==> src/rtl/button_conditioner.sv <==
// Button front end: 2-flop synchronizer, debounce FSM, press/release strobes, sticky press request.
// Define BUTTON_CONDITIONER_LONG_PRESS_EN to build the long-press hold timer; `release` is a keyword, so that strobe is release_strobe.
module button_conditioner #(
  parameter int unsigned DEBOUNCE_CYCLES = 270000,
  parameter int unsigned LONG_CYCLES     = 27000000
) (
  input  logic       clk,
  input  logic       reset,
  input  logic       btn_n,
  input  logic       shift_ack,
  output logic       level_n,
  output logic       press,
  output logic       release_strobe,
  output logic       pending,
  output logic [7:0] press_count,
  output logic       long_press
);

  typedef enum logic [1:0] {
    UP     = 2'd0,
    CHK_DN = 2'd1,
    DOWN   = 2'd2,
    CHK_UP = 2'd3
  } state_t;

  localparam logic [23:0] CNT_LAST = 24'(DEBOUNCE_CYCLES - 2);

  logic        s1_q, s1_d;
  logic        s2_q, s2_d;
  state_t      state_q, state_d;
  logic [23:0] cnt_q, cnt_d;
  logic        level_n_q, level_n_d;
  logic        press_q, press_d;
  logic        release_q, release_d;
  logic        pending_q, pending_d;
  logic [7:0]  count_q, count_d;

  always_comb begin
    s1_d = btn_n;
    s2_d = s1_q;
  end

  // Synchronizer idles released so a reset never looks like a press.
  always_ff @(posedge clk or negedge reset) begin
    if (!reset) begin
      s1_q <= 1'b1;
      s2_q <= 1'b1;
    end else begin
      s1_q <= s1_d;
      s2_q <= s2_d;
    end
  end

  always_comb begin
    state_d   = state_q;
    cnt_d     = cnt_q;
    level_n_d = level_n_q;
    press_d   = 1'b0;
    release_d = 1'b0;
    unique case (state_q)
      UP: begin
        if (!s2_q) begin
          state_d = CHK_DN;
          cnt_d   = '0;
        end
      end
      CHK_DN: begin
        if (s2_q) begin
          state_d = UP;
        end else if (cnt_q == CNT_LAST) begin
          state_d   = DOWN;
          level_n_d = 1'b0;
          press_d   = 1'b1;
        end else if (cnt_q != '1) begin
          cnt_d = cnt_q + 24'd1;
        end
      end
      DOWN: begin
        if (s2_q) begin
          state_d = CHK_UP;
          cnt_d   = '0;
        end
      end
      CHK_UP: begin
        if (!s2_q) begin
          state_d = DOWN;
        end else if (cnt_q == CNT_LAST) begin
          state_d   = UP;
          level_n_d = 1'b1;
          release_d = 1'b1;
        end else if (cnt_q != '1) begin
          cnt_d = cnt_q + 24'd1;
        end
      end
      default: begin
        state_d = UP;
      end
    endcase
  end

  // A press arriving with an acknowledge wins so no request is ever lost.
  always_comb begin
    pending_d = pending_q;
    count_d   = count_q;
    if (press_d) begin
      pending_d = 1'b1;
      count_d   = count_q + 8'd1;
    end else if (shift_ack) begin
      pending_d = 1'b0;
    end
  end

  always_ff @(posedge clk or negedge reset) begin
    if (!reset) begin
      state_q   <= UP;
      cnt_q     <= '0;
      level_n_q <= 1'b1;
      press_q   <= 1'b0;
      release_q <= 1'b0;
      pending_q <= 1'b0;
      count_q   <= '0;
    end else begin
      state_q   <= state_d;
      cnt_q     <= cnt_d;
      level_n_q <= level_n_d;
      press_q   <= press_d;
      release_q <= release_d;
      pending_q <= pending_d;
      count_q   <= count_d;
    end
  end

  assign level_n        = level_n_q;
  assign press          = press_q;
  assign release_strobe = release_q;
  assign pending        = pending_q;
  assign press_count    = count_q;

`ifdef BUTTON_CONDITIONER_LONG_PRESS_EN
  localparam logic [24:0] HOLD_MAX  = 25'(LONG_CYCLES);
  localparam logic [24:0] HOLD_LAST = 25'(LONG_CYCLES - 1);

  logic [24:0] hold_q, hold_d;
  logic        long_q, long_d;

  // Hold time keeps accruing through CHK_UP; only a committed release ends the long press.
  always_comb begin
    hold_d = hold_q;
    long_d = long_q;
    if (state_d == DOWN && state_q != DOWN) begin
      hold_d = '0;
    end else if ((state_q == DOWN || state_q == CHK_UP) && hold_q < HOLD_MAX) begin
      hold_d = hold_q + 25'd1;
    end
    if (release_d) begin
      long_d = 1'b0;
    end else if ((state_d == DOWN || state_d == CHK_UP) && hold_d >= HOLD_LAST) begin
      long_d = 1'b1;
    end
  end

  always_ff @(posedge clk or negedge reset) begin
    if (!reset) begin
      hold_q <= '0;
      long_q <= 1'b0;
    end else begin
      hold_q <= hold_d;
      long_q <= long_d;
    end
  end

  assign long_press = long_q;
`else
  assign long_press = 1'b0;
`endif

endmodule

==> config.mk <==
export PLATFORM = sky130hd
export DESIGN_NAME = button_conditioner
export DESIGN_NICKNAME = d
export VERILOG_FILES = /design/src/rtl/button_conditioner.sv
export SDC_FILE = /design/constraint.sdc
export NUM_CORES = 1
export LEC_CHECK = 0
export BUFFER_PORTS_ARGS = -buffer_cell sky130_fd_sc_hd__buf_2
export CAP_MARGIN = 20
export CORE_ASPECT_RATIO = 0.75
export CORE_UTILIZATION = 40
export CTS_CLUSTER_DIAMETER = 50
export CTS_CLUSTER_SIZE = 16
export DETAILED_ROUTE_END_ITERATION = 10
export PLACE_DENSITY = 0.57
export SLEW_MARGIN = 15
export SYNTH_ARGS = -nofsm -noshare
export SYNTH_HDL_FRONTEND = slang
export SYNTH_SLANG_ARGS = --single-unit
==> constraint.sdc <==
create_clock -name clk -period 2.9 [get_ports clk]
set_input_delay 0.87 -clock clk [delete_from_list [all_inputs] [get_ports clk]]
set_output_delay 0.87 -clock clk [all_outputs]
set_load 0.02 [all_outputs]
After elaboration in Yosys (flattened, before gate mapping)
Cells that the tools add are included.
Word-level totals
  register bits after elaboration: 40
  input port bits: 4
  output and inout port bits: 13
Operators by class
  equal/unequal tests: 13
  multiplexer cells: 26
  reduce and logical (&&, ||, !) cells: 6
  add/subtract/negate cells: 2
Operators by type and width (count)
  two-way mux 24 bit: 6
  one-hot mux 24 bit (4 select lines): 1
  adder 24 x 1 -> 24 bit (second input constant): 1
  equality test 24 x 19 -> 1 bit (second input constant): 1
  != test 24 bit (second input constant): 1
  two-way mux 2 bit: 6
  != test 2 bit (second input constant): 6
  two-way mux 1 bit: 11
  adder 8 x 1 -> 8 bit (second input constant): 1
  one-hot mux 2 bit (4 select lines): 1
  AND reduction 4 bit: 2
  != test 3 bit (second input constant): 2
  AND reduction 5 bit: 1
  equality test 2 bit (second input constant): 2
  nonzero test 2 bit: 2
  equality test 2 x 1 -> 1 bit (second input constant): 1
  logical NOT 2 bit: 1
  one-hot mux 1 bit (2 select lines): 1

Longest topological paths before layout
Gate-level depths: netlist (run 1).
  word-level depth: 5
  gate-level depth with buffers: 9
  gate-level depth less buffers: 7

Least setup slack after synthesis (run 1)
No wires, ideal clock.
  path kind: flip-flop to flip-flop
  from: reg cnt_q[0]
  to: reg cnt_q[12]
  slack: 0.766 ns
  stages on the path, launching flop included: 10
  data arrival time: 2.010 ns
  path buffers: 2
  clock period less this slack: 2.134 ns
  required time: 2.776 ns
  cells stage by stage: dfrtp_1 -> inv_1 -> ha_1 -> nor3b_1 -> and3_1 -> buf_6 -> a22o_2 -> buf_6 -> o311a_1 -> a211o_1
On the way
  longest elaborated chain between the ends: 5
  elaborated cells on any way between the ends: 8
  those cells by class: add/sub (1); eq/ne (2); mux (5)
RTL lines
  start: declaration: line 31  | logic [23:0] cnt_q, cnt_d;
  start signal: assignment: line 124  | cnt_q <= cnt_d;
  adder 24 x 1 -> 24 bit / != test 24 bit (equally long branches)
  two-way mux 24 bit: line 74, 91
  two-way mux 24 bit *: line 87  | end else if (cnt_q == CNT_LAST) begin
  two-way mux 24 bit, on equally long branches: line 85, 68
  one-hot mux 24 bit (4 select lines) *: line 60  | unique case (state_q)
Mark *: on every way between the ends. The rest lies on a longest branch, timed or not. The select of a mux whose other input is x is not followed.
A chain may end at the register's enable or synchronous reset.

Worst setup path after layout (run 1)
  from: reg cnt_q[1]
  to: reg cnt_q[14]
Same word-level chain as after synthesis.

==> qor.yml, run 1 <==
floorplanning:
  die_h_um: 69.4
  die_w_um: 91.9
  core-area_mm2: 0.00583
  rows: 24
  pin_count: 17
  start_util_pct: 41.6
  die_area_mm2: 0.00638
logic_synthesis:
  syn_area_mm2: 0.00242
  synth_seq_cells: 40
  ys_seq_area_share_pct: 41.5
  synth_top_area_share_pct: 38.2
  post-synth-top-area-cell: "dfrtp_1"
  synthArstFlopShare_pct: 100
  avgSynthCellArea_um2: 9.62
  syn_nets: 259
  synth_cell_types: 60
  yosysWarnings: 0
  synthTopCellsByArea: "dfrtp_1 (38%), nand2_1 (3.7%), dfstp_2 (3.3%)"
  synth_edf_count: 0
  syn_inst: 252
  ys.flop_type: "dfrtp_1"
placed_design:
  dp_cells: 334
  io_buffers: 15
  place_congestion: 0.823
  placed_area_mm2: 0.00255
  dp.final_hpwl_um: 3830
clock_network:
  cts_max_level: 2
  cts_setup_buffers: 0
  cts_tree: "done"
  cts_hold_buf: 0
  worstSkewPairLatency_ns: 0.29
  ctsResizeCount: 0
  clockBufferDepth: 2
  cts_buffers: 5
  cts_num_sinks: 40
  cts-root-buf: "clkbuf_8"
  clkTransAtPathRegs_ns: 0.08
routing:
  dr_wl_met3_um: 352
  routed_wl_um: 5580
  routed.top_layer: "met4"
  wl_per_cell_um: 16.3
  dr.pass1.iters: 4
  drc_errors: 0
  vias: 2007
  drt_iter0_markers: 140
  antenna_left: 0
  wl_met2_um: 2270
  wl_met1_um: 2890
  vias_per_cell: 5.87
sta:
  clock.fmax_mhz: 442
  final.setup_skew_ns: 0.0104
  fin_crit_sh_pct: 78.0
  worst_slew_pin_slew_ns: 0.575
  holdWs_ns: 0.360
  drv_slew: 0
  rsz0062_at_grt: "false"
  relSlewSlack_pct: 61.4
  finalSetupTns_ns: 0
  finalSetupViolCount: 0
  finalHoldViolCount: 0
  timing.final.crit_period_ns: 2.26
worst_hold_path:
  hold_path_class: "reg2reg"
cells_and_area:
  area_growth_pct: 9.65
  stdcell_count: 342
  mostFrequentLayoutCells: "dfrtp_1 (37), nand2_1 (24), nor2_1 (15), buf_2 (15), nand3_1 (14)"
  n_antenna_cell: 0
  final_nets: 270
  drive_gt1_share_pct: 18.9
  fillers: 579
  post-route-cell-area_mm2: 0.00266
  layout_commonest_cell: "dfrtp_1"
power:
  power_density_mw_per_mm2: 422
  p_leak_nw: 1.18
  finalPower_w: 0.00112
  peakVddDrop_mv: 0.200
global_route:
  grt_pass1_wl_um: 9270
  grt_usage_pct: 18.4
  antenna_found_initial: 0
  grt_pass1_vias: 1748
  grt-ovfl-total: 0
  grt_max_degree: 41
outcome:
  status: "complete, no violations"
setup_path:
  path_max_fanout: 7
  crit_type: "reg2reg"
  end_kind: "flop"
  worst_setup_path_start_kind: "flop"
  crit_required_ns: 3.08
  crit_arrival_ns: 2.44
run:
  max_cap_violations: 0
==> kinds of logic after synthesis <==
kind of cell / synth area share, %
flip-flops: 41.5
adder cells (fa/ha/maj): 1.55
buffers and inverters: 5.63
multiplexers: 0.878
AND/OR/NAND/NOR: 29.0
AO/OA/AOI/OAI: 18.1
XOR/XNOR: 3.25
other: 0.155
==> path summary, 6_finish.rpt <==
kind	from	end	slack, ns	cells after the start
max	cnt_q[1]$_DFFE_PN0P_	cnt_q[14]$_DFFE_PN0P_	0.64	6
min in group asynchronous	reset	cnt_q[12]$_DFFE_PN0P_	0.62	2
max reg2reg	cnt_q[1]$_DFFE_PN0P_	cnt_q[14]$_DFFE_PN0P_	0.64	6
max in group asynchronous	reset	level_n$_DFFE_PN1P_	1.90	2
min reg2reg	s1_q$_DFF_PN1_	s2_q$_DFF_PN1_	0.36	0
min	s1_q$_DFF_PN1_	s2_q$_DFF_PN1_	0.36	0
==> cell usage after synthesis, types with 7 or more instances <==
master,n
nand2_1,24
a21oi_1,10
inv_1,8
nor2_1,15
nor3_1,8
xor2_1,7
and3_1,7
dfrtp_1,37
nor4_1,8
clkbuf_1,7
nand3_1,14
nand4_1,10
==> power by group <==
| part | leakage (nW) | total, W | switching [W] | internal (W) |
|---|---|---|---|---|
| clock | 0.0552 | 0.000452 | 0.000197 | 0.000256 |
| combinational | 0.584 | 0.0000698 | 0.0000451 | 0.0000247 |
| sequential | 0.543 | 0.000599 | 0.0000275 | 0.000572 |
==> sequential cells by signal, summed over array words and instances (netlist names), named ones only <==
register,count
s2_q,1
press_count,8
press,1
level_n,1
pending,1
s1_q,1
cnt_q,24
state_q,1
release_strobe,1
==> critical path: stages, from the launching register on <==
cell and delay (ns):
dfrtp_1 0.45, ha_1 0.22, nand3_2 0.19, nor3_1 0.45
nand3_1 0.25, o311a_1 0.34, a211o_1 0.26
==> final cells by class <==
cell class / instances / area [um2] / share of cell area, %
multi-input cells: 186 / 1290 / 48.5
flip-flops and latches: 40 / 1000 / 37.8
repair buffers: 22 / 128 / 4.80
well taps: 78 / 97.6 / 3.67
clock buffers: 6 / 72.6 / 2.73
clock inverters: 2 / 35.0 / 1.32
inverters: 8 / 30.0 / 1.13
==> per-stage QoR <==
stage               setup WS (ns)  utilization [%]
floorplan                   0.766                -
global placement            0.666             43.8
detailed placement          0.634             43.8
CTS                         0.629             45.6
global route                0.470             45.6
finish                      0.638             45.6
==> metal layers <==
layer  GRT usage [%]  vias to the layer above
li1                -                      991
met1            29.6                      957
met2            24.5                       53
met3            3.73                        6
met4            4.69                        0
met5               0                        -
Power figures use the tool's default switching activity.
==> run 2: changes to the inputs <==
--- a/config.mk
+++ b/config.mk
@@ -5,6 +5,7 @@
 export SDC_FILE = /design/constraint.sdc
 export NUM_CORES = 1
 export LEC_CHECK = 0
+export ABC_AREA = 1
 export BUFFER_PORTS_ARGS = -buffer_cell sky130_fd_sc_hd__buf_2
 export CAP_MARGIN = 20
 export CORE_ASPECT_RATIO = 0.75
@@ -12,7 +13,7 @@
 export CTS_CLUSTER_DIAMETER = 50
 export CTS_CLUSTER_SIZE = 16
 export DETAILED_ROUTE_END_ITERATION = 10
-export PLACE_DENSITY = 0.57
+export PLACE_DENSITY = 0.59
 export SLEW_MARGIN = 15
 export SYNTH_ARGS = -nofsm -noshare
 export SYNTH_HDL_FRONTEND = slang
==> constraint.sdc (replaced) <==
create_clock -name clk -period 1.9 [get_ports clk]
set_input_delay 0.57 -clock clk [delete_from_list [all_inputs] [get_ports clk]]
set_output_delay 0.57 -clock clk [all_outputs]
set_load 0.02 [all_outputs]
==> qor.yml, run 2 <==
cells_and_area:
  drive_gt1_share_pct: 18.5
  final_nets: 455
  largest_register: "cnt_q"
  largest_reg_flops: 24
  area_growth_pct: 15.9
  layout_commonest_cell: "nand2_1"
  mostFrequentLayoutCells: "nand2_1 (135), nor2_1 (68), inv_1 (39)"
  utilization_pct: 49.1
  stdcell_count: 530
  n_antenna_cell: 0
placed_design:
  place_congestion: 0.980
  io_buffers: 15
  dp.final_hpwl_um: 5900
  dp_cells: 521
  dpl_worst_slack_ns: 0.0502
logic_synthesis:
  syn_area_mm2: 0.00275
  syn_inst: 413
  yosysMostFrequentCell: "nand2_1"
  syn_nets: 420
  ys_seq_area_share_pct: 36.6
  yosysWarnings: 0
  synth_cell_types: 31
  avgSynthCellArea_um2: 6.65
  synth_common_cells: "nand2_1 (136), nor2_1 (70), inv_1 (40)"
  synthTopCellsByArea: "dfrtp_1 (34%), nand2_1 (19%), nor2_1 (9.6%)"
  synth_top_area_share_pct: 33.7
  ys.flop_type: "dfrtp_1"
  synth_seq_cells: 40
  synth_edf_count: 0
  post-synth-top-area-cell: "dfrtp_1"
  synthArstFlopShare_pct: 100
clock_network:
  worstSkewPairLatency_ns: 0.29
  cts_max_level: 2
  clkTransAtPathRegs_ns: 0.08
  cts_buffers: 5
  clockBufferDepth: 2
  cts_hold_buf: 0
  cts-root-buf: "clkbuf_8"
  cts_tree: "done"
  cts_num_sinks: 40
setup_path:
  crit_required_ns: 2.13
  ff2ff_path_depth: 9
  crit_type: "reg2reg"
  slowest_delay_ns: 0.51
  path_max_fanout: 24
  crit_arrival_ns: 2.01
  end_kind: "flop"
  path_common_cell: "nand2_1"
  worst_setup_path_start_kind: "flop"
  cp_cell_sequence: "nand2_1 -> nor2_2 -> nand2_1 -> nor2_2 -> nand3_1 -> nand4_2 -> buf_12 -> nand2_1 -> nand2_1"
  critPathSlowestCell: "dfrtp_1"
sta:
  fin_crit_sh_pct: 93.6
  finalSetupViolCount: 0
  clock.fmax_mhz: 562
  final.setup_skew_ns: 0.00637
  timing.final.crit_period_ns: 1.78
  timing.final.ws_setup_ns: 0.122
  finalHoldViolCount: 0
  drv_slew: 0
routing:
  drt_iter0_markers: 186
  dr.pass1.iters: 4
  vias_per_cell: 4.96
  wl_per_cell_um: 14.5
  vias: 2627
  routed_wl_um: 7710
  antenna_left: 0
  drc_errors: 0
floorplanning:
  die_w_um: 97.7
  pin_count: 17
  die_h_um: 73.8
  core-area_mm2: 0.00647
  rows: 25
  die_area_mm2: 0.00720
  start_util_pct: 42.4
power:
  finalPower_w: 0.00227
  p_leak_nw: 1.53
  power_density_mw_per_mm2: 712
  peakVddDrop_mv: 0.387
global_route:
  grt_pass1_wl_um: 12400
  grt_max_degree: 41
  grt-ovfl-total: 0
  antenna_found_initial: 0
  grt_usage_pct: 22.8
  grt_pass1_vias: 2358
worst_hold_path:
  hold_path_class: "in2async"
run:
  max_cap_violations: 0
outcome:
  status: "complete, no violations"
-- run 2: cell types whose count changed after synthesis, moves of 7 or more --
cell / before / now
nand2_1: 24 / 136
and3_1: 7 / 0
nor4_1: 8 / 0
inv_1: 8 / 40
o21ai_0: 5 / 14
nor2_1: 15 / 70
nand3_1: 14 / 35
-- run 2: cell families after synthesis --
group / after synthesis / synth area share [%]
AND/OR/NAND/NOR: 280 / 44.8
buffers and inverters: 56 / 9.34
flip-flops: 40 / 36.6
AO/OA/AOI/OAI: 22 / 4.24
XOR/XNOR: 11 / 3.51
adder cells (fa/ha/maj): 3 / 1.37
other: 1 / 0.137
-- run 2: final cells by class --
type / count / area (um2)
Sequential cell: 40 / 1010
Clock buffer: 6 / 72.6
Timing Repair Buffer: 40 / 300
Fill cell: 665 / 3290
Clock inverter: 2 / 35.0
Tap cell: 81 / 101
Multi-Input combinational cell: 317 / 1500
Inverter: 44 / 165
-- run 2: per-stage QoR --
step | area (um2) | setup TNS, ns | hold slack (ns)
2_1_floorplan | 2750 | 0 | 0.274
3_5_place_dp | 3050 | 0 | 0.356
5_1_grt | 3180 | -0.0574 | 0.261
4_1_cts | 3160 | 0 | 0.243
3_3_place_gp | 3050 | 0 | 0.350
6_report | 3180 | 0 | 0.221
-- run 2: path summary, 6_finish.rpt --
kind	start	end	slack (ns)
min in group clk	s1_q$_DFF_PN1_	s2_q$_DFF_PN1_	0.37
min reg2reg	s1_q$_DFF_PN1_	s2_q$_DFF_PN1_	0.37
max in group asynchronous	reset	s2_q$_DFF_PN1_	1.39
max	cnt_q[4]$_DFFE_PN0P_	cnt_q[21]$_DFFE_PN0P_	0.12
min	reset	cnt_q[13]$_DFFE_PN0P_	0.22
max reg2reg	cnt_q[4]$_DFFE_PN0P_	cnt_q[21]$_DFFE_PN0P_	0.12
-- run 2: per-layer routing --
metal	vias up	track usage, %	wire length (um)
li1	1362	-	-
met1	1182	35.5	4240
met2	77	30.7	2830
met3	6	5.99	579
met4	0	4.88	59
met5	-	0	0
-- run 2: what timing repair did --
item	CTS	global route
buffers inserted	0	1
setup endpoints to repair	0	25
gates resized for setup	0	8
-- run 2: report_power, final --
group          internal, W  switching [W]  leakage (nW)
clock network     0.000390       0.000307        0.0552
registers         0.000894      0.0000366         0.539
logic             0.000205       0.000434         0.934
-- run 2: critical path: cells and delay by family, from the launching register on --
| kind | cells | cell delay (ns) |
|---|---|---|
| DFF | 1 | 0.51 |
| buffers and inverters | 1 | 0.18 |
| and+or+nand+nor | 8 | 1.01 |
==> run 3: changes to the inputs <==
==> constraint.sdc (replaced) <==
create_clock -name clk -period 1.59 [get_ports clk]
set_input_delay 0.477 -clock clk [delete_from_list [all_inputs] [get_ports clk]]
set_output_delay 0.477 -clock clk [all_outputs]
set_load 0.02 [all_outputs]
==> qor.yml, run 3 (synthesis gave the netlist of run 2 again) <==
sta:
  finalSetupViolCount: 30
  timing.final.crit_period_ns: 1.74
  timing.final.ws_setup_ns: -0.146
  rsz0062_at_grt: "true"
  final.setup_skew_ns: 0.0124
  clock.fmax_mhz: 576
  fin_crit_sh_pct: 109
  drv_slew: 0
  finalHoldViolCount: 0
floorplanning:
  die_area_mm2: 0.00720
  die_w_um: 97.7
  pin_count: 17
  rows: 25
  start_util_pct: 42.4
  die_h_um: 73.8
  core-area_mm2: 0.00647
cells_and_area:
  area_growth_pct: 36.8
  regArea_mm2: 0.00102
  final_nets: 509
  mostFrequentLayoutCells: "nand2_1 (125), buf_4 (71), nor2_1 (62)"
  drive_gt1_share_pct: 34.6
  multi_input_area_mm2: 0.00163
  layout_commonest_cell: "nand2_1"
  n_antenna_cell: 0
  largest_reg_flops: 24
  fillers: 612
  largest_register: "cnt_q"
worst_hold_path:
  hold_path_class: "in2async"
clock_network:
  cts_num_sinks: 40
  cts_hold_buf: 0
  cts-root-buf: "clkbuf_8"
  clockBufferDepth: 2
  worstSkewPairLatency_ns: 0.30
  cts_max_level: 2
  clkTransAtPathRegs_ns: 0.09
  cts_buffers: 5
  cts_tree: "done"
routing:
  wl_per_cell_um: 15.1
  routed_wl_um: 8810
  vias_per_cell: 4.92
  drc_errors: 0
  vias: 2873
  dr.pass1.iters: 5
  drt_iter0_markers: 244
  antenna_left: 0
setup_path:
  crit_required_ns: 1.78
  worst_setup_path_start_kind: "flop"
  r2r-end: "cnt_q[22]$_DFFE_PN0P_"
  ff2ff_path_depth: 10
  path_max_fanout: 15
  crit_arrival_ns: 1.92
  end_kind: "flop"
  regToRegStartpoint: "cnt_q[0]$_DFFE_PN0P_"
  crit_type: "reg2reg"
  rrSetupSlack_ns: -0.15
placed_design:
  dpl_worst_slack_ns: -0.240
  dp.final_hpwl_um: 6310
  io_buffers: 15
  place_congestion: 0.953
outcome:
  status: "finished, violations left"
  violations: "negative setup slack"
global_route:
  grt_pass1_wl_um: 14000
  grt_pass1_vias: 2590
  antenna_found_initial: 0
  grt-ovfl-total: 0
  grt_usage_pct: 26.3
  grt_max_degree: 28
power:
  peakVddDrop_mv: 0.384
  power_density_mw_per_mm2: 847
  finalPower_w: 0.00318
  p_leak_nw: 1.83
run:
  max_cap_violations: 0
==> run 3: cell types whose count changed in the layout (fill, tap and decap cells not counted), moves of 6 or more <==
cell / change
buf_4: +49
dfrtp_1: -9
dfrtp_2: +9
nand2_1: -10
nand2_2: +7
nor2_1: -6
==> run 3: layout make-up <==
| cell class | count | area share [%] |
|---|---|---|
| clock buffer | 6 | 1.93 |
| sequential | 40 | 27.1 |
| inverter | 44 | 4.40 |
| timing repair buffer | 94 | 19.5 |
| multi-input combinational | 317 | 43.5 |
| tap | 81 | 2.70 |
| clock inverter | 2 | 0.932 |
==> run 3: timing repair <==
item / in CTS / in global routing
cloned: 2 / 0
resized for setup: 36 / 32
hold endpoints to repair: 0 / 0
pin swaps: 8 / 8
setup buffers: 12 / 4
setup endpoints to repair: 34 / 37
==> run 3: report_power, final <==
part           internal (W)  switching, W
combinational      0.000492      0.000705
clock              0.000467      0.000389
sequential          0.00107     0.0000594
total               0.00203       0.00115
==> run 3: metrics by stage <==
step | setup TNS (ns) | hold slack, ns | util, % | cells | instance area (um2)
after floorplan | -0.139 | 0.181 | - | 413 | 2750
after global placement | -2.99 | 0.376 | 52.0 | 562 | 3360
after detailed placement | -4.65 | 0.371 | 52.0 | 562 | 3360
after CTS | -1.72 | 0.0873 | 57.6 | 584 | 3730
after global routing | -6.09 | 0.0936 | 58.0 | 584 | 3760
final | -3.44 | 0.0678 | 58.0 | 584 | 3760
==> run 3: layer usage <==
layer	wire length (um)	vias up	track usage, %
met5	0	-	0
met4	50	0	4.04
met3	650	7	5.33
met2	3560	90	37.2
met1	4540	1307	41.0
li1	-	1469	-
==> run 3: worst max path at each step <==
stage / to / start / cells past startpoint
final: cnt_q[22]$_DFFE_PN0P_ / cnt_q[0]$_DFFE_PN0P_ / 10
after global routing: cnt_q[21]$_DFFE_PN0P_ / cnt_q[0]$_DFFE_PN0P_ / 10
after CTS: cnt_q[12]$_DFFE_PN0P_ / cnt_q[0]$_DFFE_PN0P_ / 12
after detailed placement: cnt_q[7]$_DFFE_PN0P_ / cnt_q[0]$_DFFE_PN0P_ / 9
after global placement: cnt_q[7]$_DFFE_PN0P_ / cnt_q[0]$_DFFE_PN0P_ / 9
after floorplan: cnt_q[15]$_DFFE_PN0P_ / cnt_q[0]$_DFFE_PN0P_ / 9
==> run 3: worst max-delay path: stages (launching register included) <==
cell     delay [ns]
dfrtp_1        0.41
buf_6          0.12
ha_4           0.14
nand2_4        0.07
nor2_4         0.11
nand4_1        0.15
o21ai_2        0.22
nand2_2        0.09
buf_12         0.16
nand3_1        0.08
nand2_1        0.05
